<file path="config.mk">
export PLATFORM = sky130hd
export DESIGN_NAME = fetch_prefetch_buf
export DESIGN_NICKNAME = d
export VERILOG_FILES = /design/src/rtl/fetch_prefetch_buf_pkg.sv /design/src/rtl/fetch_line_fifo.sv /design/src/rtl/fetch_prefetch_buf.sv
export SDC_FILE = /design/constraint.sdc
export NUM_CORES = 1
export LEC_CHECK = 0
export BUFFER_PORTS_ARGS = -buffer_cell sky130_fd_sc_hd__buf_2
export CAP_MARGIN = 20
export CORE_MARGIN = 1
export CORE_UTILIZATION = 55
export DETAILED_ROUTE_END_ITERATION = 10
export PLACE_DENSITY = 0.78
export SLEW_MARGIN = 30
export SYNTH_ARGS = -nofsm -noshare
export SYNTH_HDL_FRONTEND = slang
export SYNTH_HIERARCHICAL = 1
export SYNTH_SLANG_ARGS = --single-unit
</file>
<file path="constraint.sdc">
create_clock -name clk -period 10.88 [get_ports clk]
set_clock_uncertainty 0.15 [all_clocks]
set_input_delay 2.176 -clock clk [delete_from_list [all_inputs] [get_ports clk]]
set_output_delay 2.176 -clock clk [all_outputs]
set_load 0.05 [all_outputs]
</file>
<file path="src/rtl/fetch_prefetch_buf_pkg.sv">
// Shared definitions for the instruction prefetch buffer and its line FIFO.
package fetch_prefetch_buf_pkg;

  localparam int unsigned LINE_BYTES   = 8;
  localparam int unsigned HW_PER_LINE  = 4;
  localparam int unsigned LINE_W       = LINE_BYTES * 8;
  localparam logic [1:0]  RV32_OPC_LOW = 2'b11;
  localparam logic [31:0] NOP_INSTR    = 32'h0000_0013;

  // A fetched line viewed as halfwords; element k is bits [16k+15:16k].
  typedef logic [HW_PER_LINE-1:0][15:0] line_hw_t;

  // Compressed instructions are those whose low opcode bits are not 2'b11.
  function automatic logic is_rv16(input logic [15:0] hw);
    return hw[1:0] != RV32_OPC_LOW;
  endfunction

endpackage

</file>
<file path="src/rtl/fetch_line_fifo.sv">
// Small FIFO of fetched lines with a two-entry peek (head and head+1).
module fetch_line_fifo
  import fetch_prefetch_buf_pkg::*;
#(
  parameter int unsigned DEPTH = 2,
  localparam int unsigned AW = $clog2(DEPTH),
  localparam int unsigned CW = $clog2(DEPTH + 1)
) (
  input  logic              clk,
  input  logic              rst_n,
  input  logic              clear,
  input  logic              push,
  input  logic [LINE_W-1:0] push_data,
  input  logic              pop,
  output logic [LINE_W-1:0] head,
  output logic [LINE_W-1:0] head_next,
  output logic [CW-1:0]     count
);

  logic [LINE_W-1:0] mem [DEPTH];
  logic [AW-1:0]     wr_ptr;
  logic [AW-1:0]     rd_ptr;

  // Line storage write port.
  // NOTE: the storage array has no reset; validity comes only from count, so
  // resetting the data would cost flops and buy nothing.
  always_ff @(posedge clk) begin
    if (push && !clear) begin
      mem[wr_ptr] <= push_data;
    end
  end

  // Pointer and occupancy bookkeeping; clear beats push and pop.
  // NOTE: every register here uses non-blocking assignment so all state
  // updates see the same pre-edge values regardless of statement order.
  always_ff @(posedge clk) begin
    if (!rst_n) begin
      wr_ptr <= '0;
      rd_ptr <= '0;
      count  <= '0;
    end else if (clear) begin
      wr_ptr <= '0;
      rd_ptr <= '0;
      count  <= '0;
    end else begin
      if (push) wr_ptr <= wr_ptr + AW'(1);
      if (pop)  rd_ptr <= rd_ptr + AW'(1);
      count <= count + CW'(push) - CW'(pop);
    end
  end

  assign head      = mem[rd_ptr];
  assign head_next = mem[rd_ptr + AW'(1)];

endmodule

</file>
<file path="src/rtl/fetch_prefetch_buf.sv">
// Instruction prefetch/line buffer: issues line-aligned SRAM reads, queues
// returned lines and presents a 32-bit window at the current halfword PC.
module fetch_prefetch_buf
  import fetch_prefetch_buf_pkg::*;
#(
  parameter int unsigned DEPTH    = 2,
  parameter logic [31:0] RESET_PC = 32'h0000_0000
) (
  input  logic        clk,
  input  logic        rst_n,
  input  logic        flush_i,
  input  logic [31:0] flush_pc_i,
  output logic        req_valid_o,
  output logic [31:0] req_addr_o,
  input  logic        req_ready_i,
  input  logic        rsp_valid_i,
  input  logic [63:0] rsp_data_i,
  output logic        out_valid_o,
  output logic [31:0] out_pc_o,
  output logic [31:0] out_instr_o,
  output logic        out_isrv16_o,
  input  logic        out_ready_i
);

  localparam int unsigned CW = $clog2(DEPTH + 1);

  logic [31:0]   pc;
  logic [1:0]    hw_off;
  logic [28:0]   fetch_line;
  logic [CW-1:0] outstanding;
  logic [CW-1:0] drop;

  logic [CW-1:0]     entries;
  logic [LINE_W-1:0] head;
  logic [LINE_W-1:0] head_next;
  line_hw_t          head_hw;
  line_hw_t          next_hw;
  logic [15:0]       hw_lo;
  logic [15:0]       hw_hi;
  logic              isrv16;
  logic              have_one;
  logic              have_two;
  logic              fire;
  logic [2:0]        hw_sum;
  logic              pop;
  logic [CW:0]       in_flight;
  logic              accept;
  logic              rsp_drop;
  logic              push;

  fetch_line_fifo #(.DEPTH(DEPTH)) u_fifo (
    .clk       (clk),
    .rst_n     (rst_n),
    .clear     (flush_i),
    .push      (push),
    .push_data (rsp_data_i),
    .pop       (pop),
    .head      (head),
    .head_next (head_next),
    .count     (entries)
  );

  // Instruction window: low half at hw_off, high half either the next
  // halfword of the head line or slot 0 of the following line.
  assign head_hw = head;
  assign next_hw = head_next;
  assign hw_lo   = head_hw[hw_off];
  assign hw_hi   = (hw_off == 2'd3) ? next_hw[0] : head_hw[hw_off + 2'd1];
  assign isrv16  = is_rv16(hw_lo);

  // At least one / two halfwords available from hw_off onwards.
  assign have_one = (entries != '0);
  assign have_two = (entries >= CW'(2)) || (have_one && hw_off != 2'd3);

  assign out_valid_o  = rst_n && ((have_one && isrv16) || have_two);
  assign out_pc_o     = pc;
  assign out_instr_o  = {hw_hi, hw_lo};
  assign out_isrv16_o = isrv16;

  // Consume: advance by one or two halfwords; a carry out retires the head.
  assign fire   = out_valid_o && out_ready_i && !flush_i;
  assign hw_sum = {1'b0, hw_off} + (isrv16 ? 3'd1 : 3'd2);
  assign pop    = fire && hw_sum[2];

  // Requests only go out when a FIFO slot is reserved for the reply, so
  // responses can always be accepted.
  assign in_flight   = {1'b0, entries} + {1'b0, outstanding};
  assign req_valid_o = rst_n && !flush_i && (in_flight < (CW + 1)'(DEPTH));
  assign req_addr_o  = {fetch_line, 3'b000};
  assign accept      = req_valid_o && req_ready_i;

  // Replies belonging to a redirected stream are discarded, not queued.
  assign rsp_drop = rsp_valid_i && (drop != '0);
  assign push     = rsp_valid_i && !rsp_drop && !flush_i;

  // PC, offset, fetch pointer and credit tracking; flush overrides the rest.
  always_ff @(posedge clk) begin
    if (!rst_n) begin
      pc          <= RESET_PC;
      hw_off      <= RESET_PC[2:1];
      fetch_line  <= RESET_PC[31:3];
      outstanding <= '0;
      drop        <= '0;
    end else if (flush_i) begin
      pc          <= flush_pc_i;
      hw_off      <= flush_pc_i[2:1];
      fetch_line  <= flush_pc_i[31:3];
      outstanding <= outstanding - CW'(rsp_valid_i);
      drop        <= outstanding - CW'(rsp_valid_i);
    end else begin
      if (fire) begin
        pc     <= pc + (isrv16 ? 32'd2 : 32'd4);
        hw_off <= hw_sum[1:0];
      end
      if (accept) begin
        fetch_line <= fetch_line + 29'd1;
      end
      outstanding <= outstanding + CW'(accept) - CW'(rsp_valid_i);
      if (rsp_drop) begin
        drop <= drop - CW'(1);
      end
    end
  end

endmodule
</file>
Word-level counts from Yosys, hierarchy flattened
Memories as Yosys holds them, arrays and structs flattened. A register that Yosys moved wholly into a read port is not among the register bits.
Cells that the tools add are included.
{"block": "totals", "input_bits": 102, "ramBits": 128, "wordCells": 73, "n_memories": 1, "regBits": 71, "output_inout_bits": 99}
{"block": "classes", "bitwise_logic": 1, "addsub": 13, "order_cmp": 4, "n_mux": 20, "n_reduce_logical": 23, "eq_ne": 3}
{"memory": "u_fifo.mem", "words": 2, "word_bits": 64, "rd": 2, "rd_clocked_by_memory_dff": 1, "write_ports": 1, "line_no": "fetch_line_fifo.sv:20", "rtl": "logic [LINE_W-1:0] mem [DEPTH];"}
{"cell": "16-bit binary-select mux with 2-bit select", "count": 2}
{"cell": "32-bit 2-to-1 mux", "count": 2}
{"cell": "29-bit 2-to-1 mux", "count": 2}
{"cell": "16-bit 2-to-1 mux", "count": 3}
{"cell": "32-bit by 3-bit adder with 32-bit output", "count": 1}
{"cell": "29-bit by 1-bit adder with 29-bit output, second input constant", "count": 1}
{"cell": "1-bit logical AND", "count": 13}
{"cell": "2-bit 2-to-1 mux", "count": 6}
{"cell": "2-bit nonzero test", "count": 5}
{"cell": "2-bit by 2-bit adder with 3-bit output", "count": 2}
{"cell": "2-bit by 3-bit less-than comparator with 1-bit output, second input constant", "count": 2}
{"cell": "2-bit by 1-bit subtractor with 2-bit output", "count": 3}
{"cell": "2-bit by 1-bit adder with 2-bit output", "count": 2}
{"cell": "1-bit 2-to-1 mux", "count": 4}
{"cell": "2-bit != test, second input constant", "count": 2}
{"cell": "3-bit by 2-bit less-than comparator with 1-bit output, second input constant", "count": 1}
{"cell": "3-bit 2-to-1 mux", "count": 1}
{"cell": "1-bit adder, second input constant", "count": 2}
{"cell": "2-bit by 1-bit adder with 2-bit output, second input constant", "count": 1}
{"cell": "2-bit == test, second input constant", "count": 1}
{"cell": "2-bit >= comparator, second input constant", "count": 1}
{"cell": "1-bit logical NOT", "count": 2}
{"cell": "1-bit logical OR", "count": 2}
{"cell": "2-bit OR reduction", "count": 1}
{"cell": "other kinds (2)", "count": 2}

Longest topological paths before layout
{"block": "logic_depth", "depth_word": 11, "mapped_depth": 14}

Cells and area by module
Netlist, hierarchy kept.
{"mod": "fetch_line_fifo", "seq_area_each_um2": 3943.8, "cells_per_inst": 291, "area_each_um2": 5878.1, "instances": 1}
{"mod": "fetch_prefetch_buf", "seq_area_each_um2": 1341.3, "cells_per_inst": 560, "area_each_um2": 4932.2, "instances": 1}

Worst setup path before layout
Ideal clock, no wire load.
{"block": "synth_timing", "kind": "input to register", "startpoint": "input flush_i", "endpoint": "memory u_fifo/mem[0][0] (netlist name) (enable)", "path_buffers": 1, "path_stages": 4, "t_arrival_ns": 7.490, "setup_slack_ns": 2.662, "setup_ns": 0.578, "path_cell_list": "clkinv_1 -> clkbuf_1 -> and3_1 -> nor3b_1"}
{"block": "synth_between", "elab_chain_len": 5}
{"element": "from (decl)", "line_no": "fetch_prefetch_buf.sv:11", "rtl": "input logic flush_i,"}
{"element": "1-bit logical NOT", "line_no": "fetch_prefetch_buf.sv:94", "rtl": "assign push = rsp_valid_i && !rsp_drop && !flush_i;"}
{"element": "1-bit logical AND", "line_no": "fetch_prefetch_buf.sv:94"}
{"element": "net push", "line_no": "fetch_prefetch_buf.sv:49", "rtl": "logic push;"}
{"element": "1-bit logical AND", "line_no": "fetch_line_fifo.sv:28", "rtl": "if (push && !clear) begin"}
{"element": "1-bit 2-to-1 mux", "line_no": "fetch_line_fifo.sv:28"}
{"element": "1-bit 2-to-1 mux (not written as such)", "line_no": "fetch_line_fifo.sv:29", "rtl": "mem[wr_ptr] <= push_data;"}
{"element": "to (decl)", "line_no": "fetch_line_fifo.sv:20"}
The timed path passes the listed nets, and every way through them passes these cells.

Worst setup path in the final report
{"block": "layout_timing", "startpoint": "input rst_n", "endpoint": "output req_valid_o"}
{"block": "layout_between", "elab_chain_len": 2}
{"element": "from (decl)", "line_no": "fetch_prefetch_buf.sv:10", "rtl": "input logic rst_n,"}
{"element": "1-bit logical AND (2 in series)", "line_no": "fetch_prefetch_buf.sv:88", "rtl": "assign req_valid_o = rst_n && !flush_i && (in_flight < (CW + 1)'(DEPTH));"}
{"element": "to (decl)", "line_no": "fetch_prefetch_buf.sv:13", "rtl": "output logic req_valid_o,"}
Every way passes these cells.

==> impl_metrics.toml <==
[layout]
design_area_sq_mm = 0.0117
areaGrowthSynthToFinish_pct = 15.9
drive_gt1_frac = 0.396
finalNonFillerCells = 1221
nets = 1089
n_fill_cell = 1377

[placed_design]
numPortBuffers = 197
placed_cells = 1183
place_ws_ns = 5.05
hpwl_mm = 16.0
gp_congestion = 0.860
place_area_sq_mm = 0.0111

[cts]
path_clk_slew_ns = 0.07
clk_path_buf_depth = 2
cts_htree_levels = 4
clk_latency_ns = 0.43
cts_hold_buf = 0
post-cts-setup-buffers = 0
cts_buffers = 17
cts_tree = "built"
clock-root-buffer = "clkbuf_16"
cts_resized = 0
clock_sinks = 200

[critical_path]
regToRegSetupSlack_ns = 6.57
start_kind = "input port"
r2r_end = "outstanding[1]"
endpoint_kind = "output port"
rr_worst_depth = 12
path_class = "input port to output port"
critPathMaxFanout = 44
cp.required_ns = 8.55
cp.arrival_ns = 3.70
rr_startpoint = "u_fifo/count[0]"

[synthesis]
syn_avg_cell_area_sq_um = 12.6
ys_warn_count = 6
synth_cells = 800
synth_area_sq_mm = 0.0101

[pwr]
leakagePower_nw = 4.24
vdd_drop_max_v = 0.000130
p_per_area_mw_per_mm2 = 149

[timing]
setup_viol = 0
finalWorstPathRequiredPeriod_ns = 6.02
timing.hold.ws_ns = 0.359
maxSlewHeadroom = 0.415
finalMaxSlewViolations = 0
max_freq_ghz = 0.166
finalCritPeriodShare = 0.553
tightest_slew_ns = 0.878
totalNegativeSetupSlack_ns = 0
rsz0062_at_grt = "false"
finalHoldViolations = 0
setup_ws_ns = 4.86

[global_routing]
grt_pass1_vias = 6802
grt_usage = 0.251
antenna_found_initial = 8
overflow = 0
grt_pass1_wl_mm = 35.6
grt_max_degree = 74

[drt]
drt-pass1-iter-count = 8
final_antenna_net_count = 0
route.detailed.wl_per_inst_um = 19.3
drc = 0
vias = 7260
avgViaCountPerCell = 5.95
drtIter0Drc = 510
wl_mm = 23.6

[die]
initial_utilization = 0.561
die_w_um = 137
design.core.area_sq_mm = 0.0180
die_height_um = 137
rows = 49
die_area_sq_mm = 0.0189
ios = 201

[worst_hold_path]
whs_path_depth = 2
hp-start = "out_pc_o[1]"
min_path_type = "register to register"
holdPathEnd = "out_pc_o[1]"

[run]
max-cap-violations = 0

[outcome]
status = "completed"
==> sequential cells by signal, indices dropped and copies added, names as in the netlist, named ones only <==
| register | count |
|---|---|
| drop | 2 |
| fetch_line | 29 |
| hw_off | 2 |
| out_pc_o | 32 |
| outstanding | 2 |
| u_fifo/count | 2 |
| u_fifo/mem | 128 |
| u_fifo/rd_ptr | 1 |
| u_fifo/wr_ptr | 1 |
==> placed cells by master (no fill, tap or decap), types with 4 or more instances in the layout <==
cell type	n
xor2_1	5
or3_1	7
clkbuf_16	17
mux2_2	87
xnor2_1	28
and3_1	8
inv_1	17
nand3_1	26
ha_1	10
buf_4	11
dfxtp_1	70
o211ai_1	4
nor4_2	5
nor4_1	11
edfxtp_1	128
o21ai_0	45
nand2_1	46
diode_2	6
mux2_4	12
nor2_1	31
a31oi_1	15
buf_2	197
a211oi_1	5
and2_1	7
and4_1	8
a21oi_1	47
nor2b_1	4
nor3_1	14
mux4_2	32
inv_6	5
nand4_1	20
==> where the power goes <==
group,internal [mW],switching (mW),leakage [nW]
Clock,0.302,0.300,0.267
Sequential,0.833,0.0289,1.75
Combinational,0.0901,0.189,2.22
==> worst max path at each step <==
| stage | start | endpoint | slack (ns) | depth (start not counted) |
|---|---|---|---|---|
| finish | rst_n | req_valid_o | 4.86 | 3 |
| global route | rst_n | req_valid_o | 4.76 | 3 |
| CTS | rst_n | req_valid_o | 5.06 | 3 |
| detailed placement | rst_n | req_valid_o | 5.05 | 3 |
| global placement | rst_n | req_valid_o | 5.12 | 3 |
| floorplan | flush_i | u_fifo/mem[0][0] | 2.66 | 4 |
==> metal layers <==
layer	global-route usage	wire, um	vias to the layer above
met3	0.0589	1900	45
met2	0.392	11100	300
li1	-	-	3410
met1	0.333	9940	3503
met5	0	13	-
met4	0.107	653	2
==> critical path, stage by stage <==
cell	delay, ns
buf_2	0.53
nor4b_1	0.60
buf_2	0.38
==> metrics by stage <==
stage           util  power [mW]
4_1_cts        0.650        1.75
3_5_place_dp   0.618        1.16
5_1_grt        0.651        1.80
2_1_floorplan      -        1.08
6_report       0.651        1.74
3_3_place_gp   0.618        1.15
==> area by class of cell <==
type / count / area (sq um) / share of cell area
Clock buffer: 17 / 425 / 0.0364
Inverter: 19 / 71.3 / 0.00610
Clock inverter: 15 / 134 / 0.0115
Multi-Input combinational cell: 527 / 4400 / 0.376
Sequential cell: 200 / 5290 / 0.453
Tap cell: 229 / 287 / 0.0245
Antenna cell: 6 / 15.0 / 0.00128
Timing Repair Buffer: 208 / 1070 / 0.0914
Power figures use the tool's default switching activity.
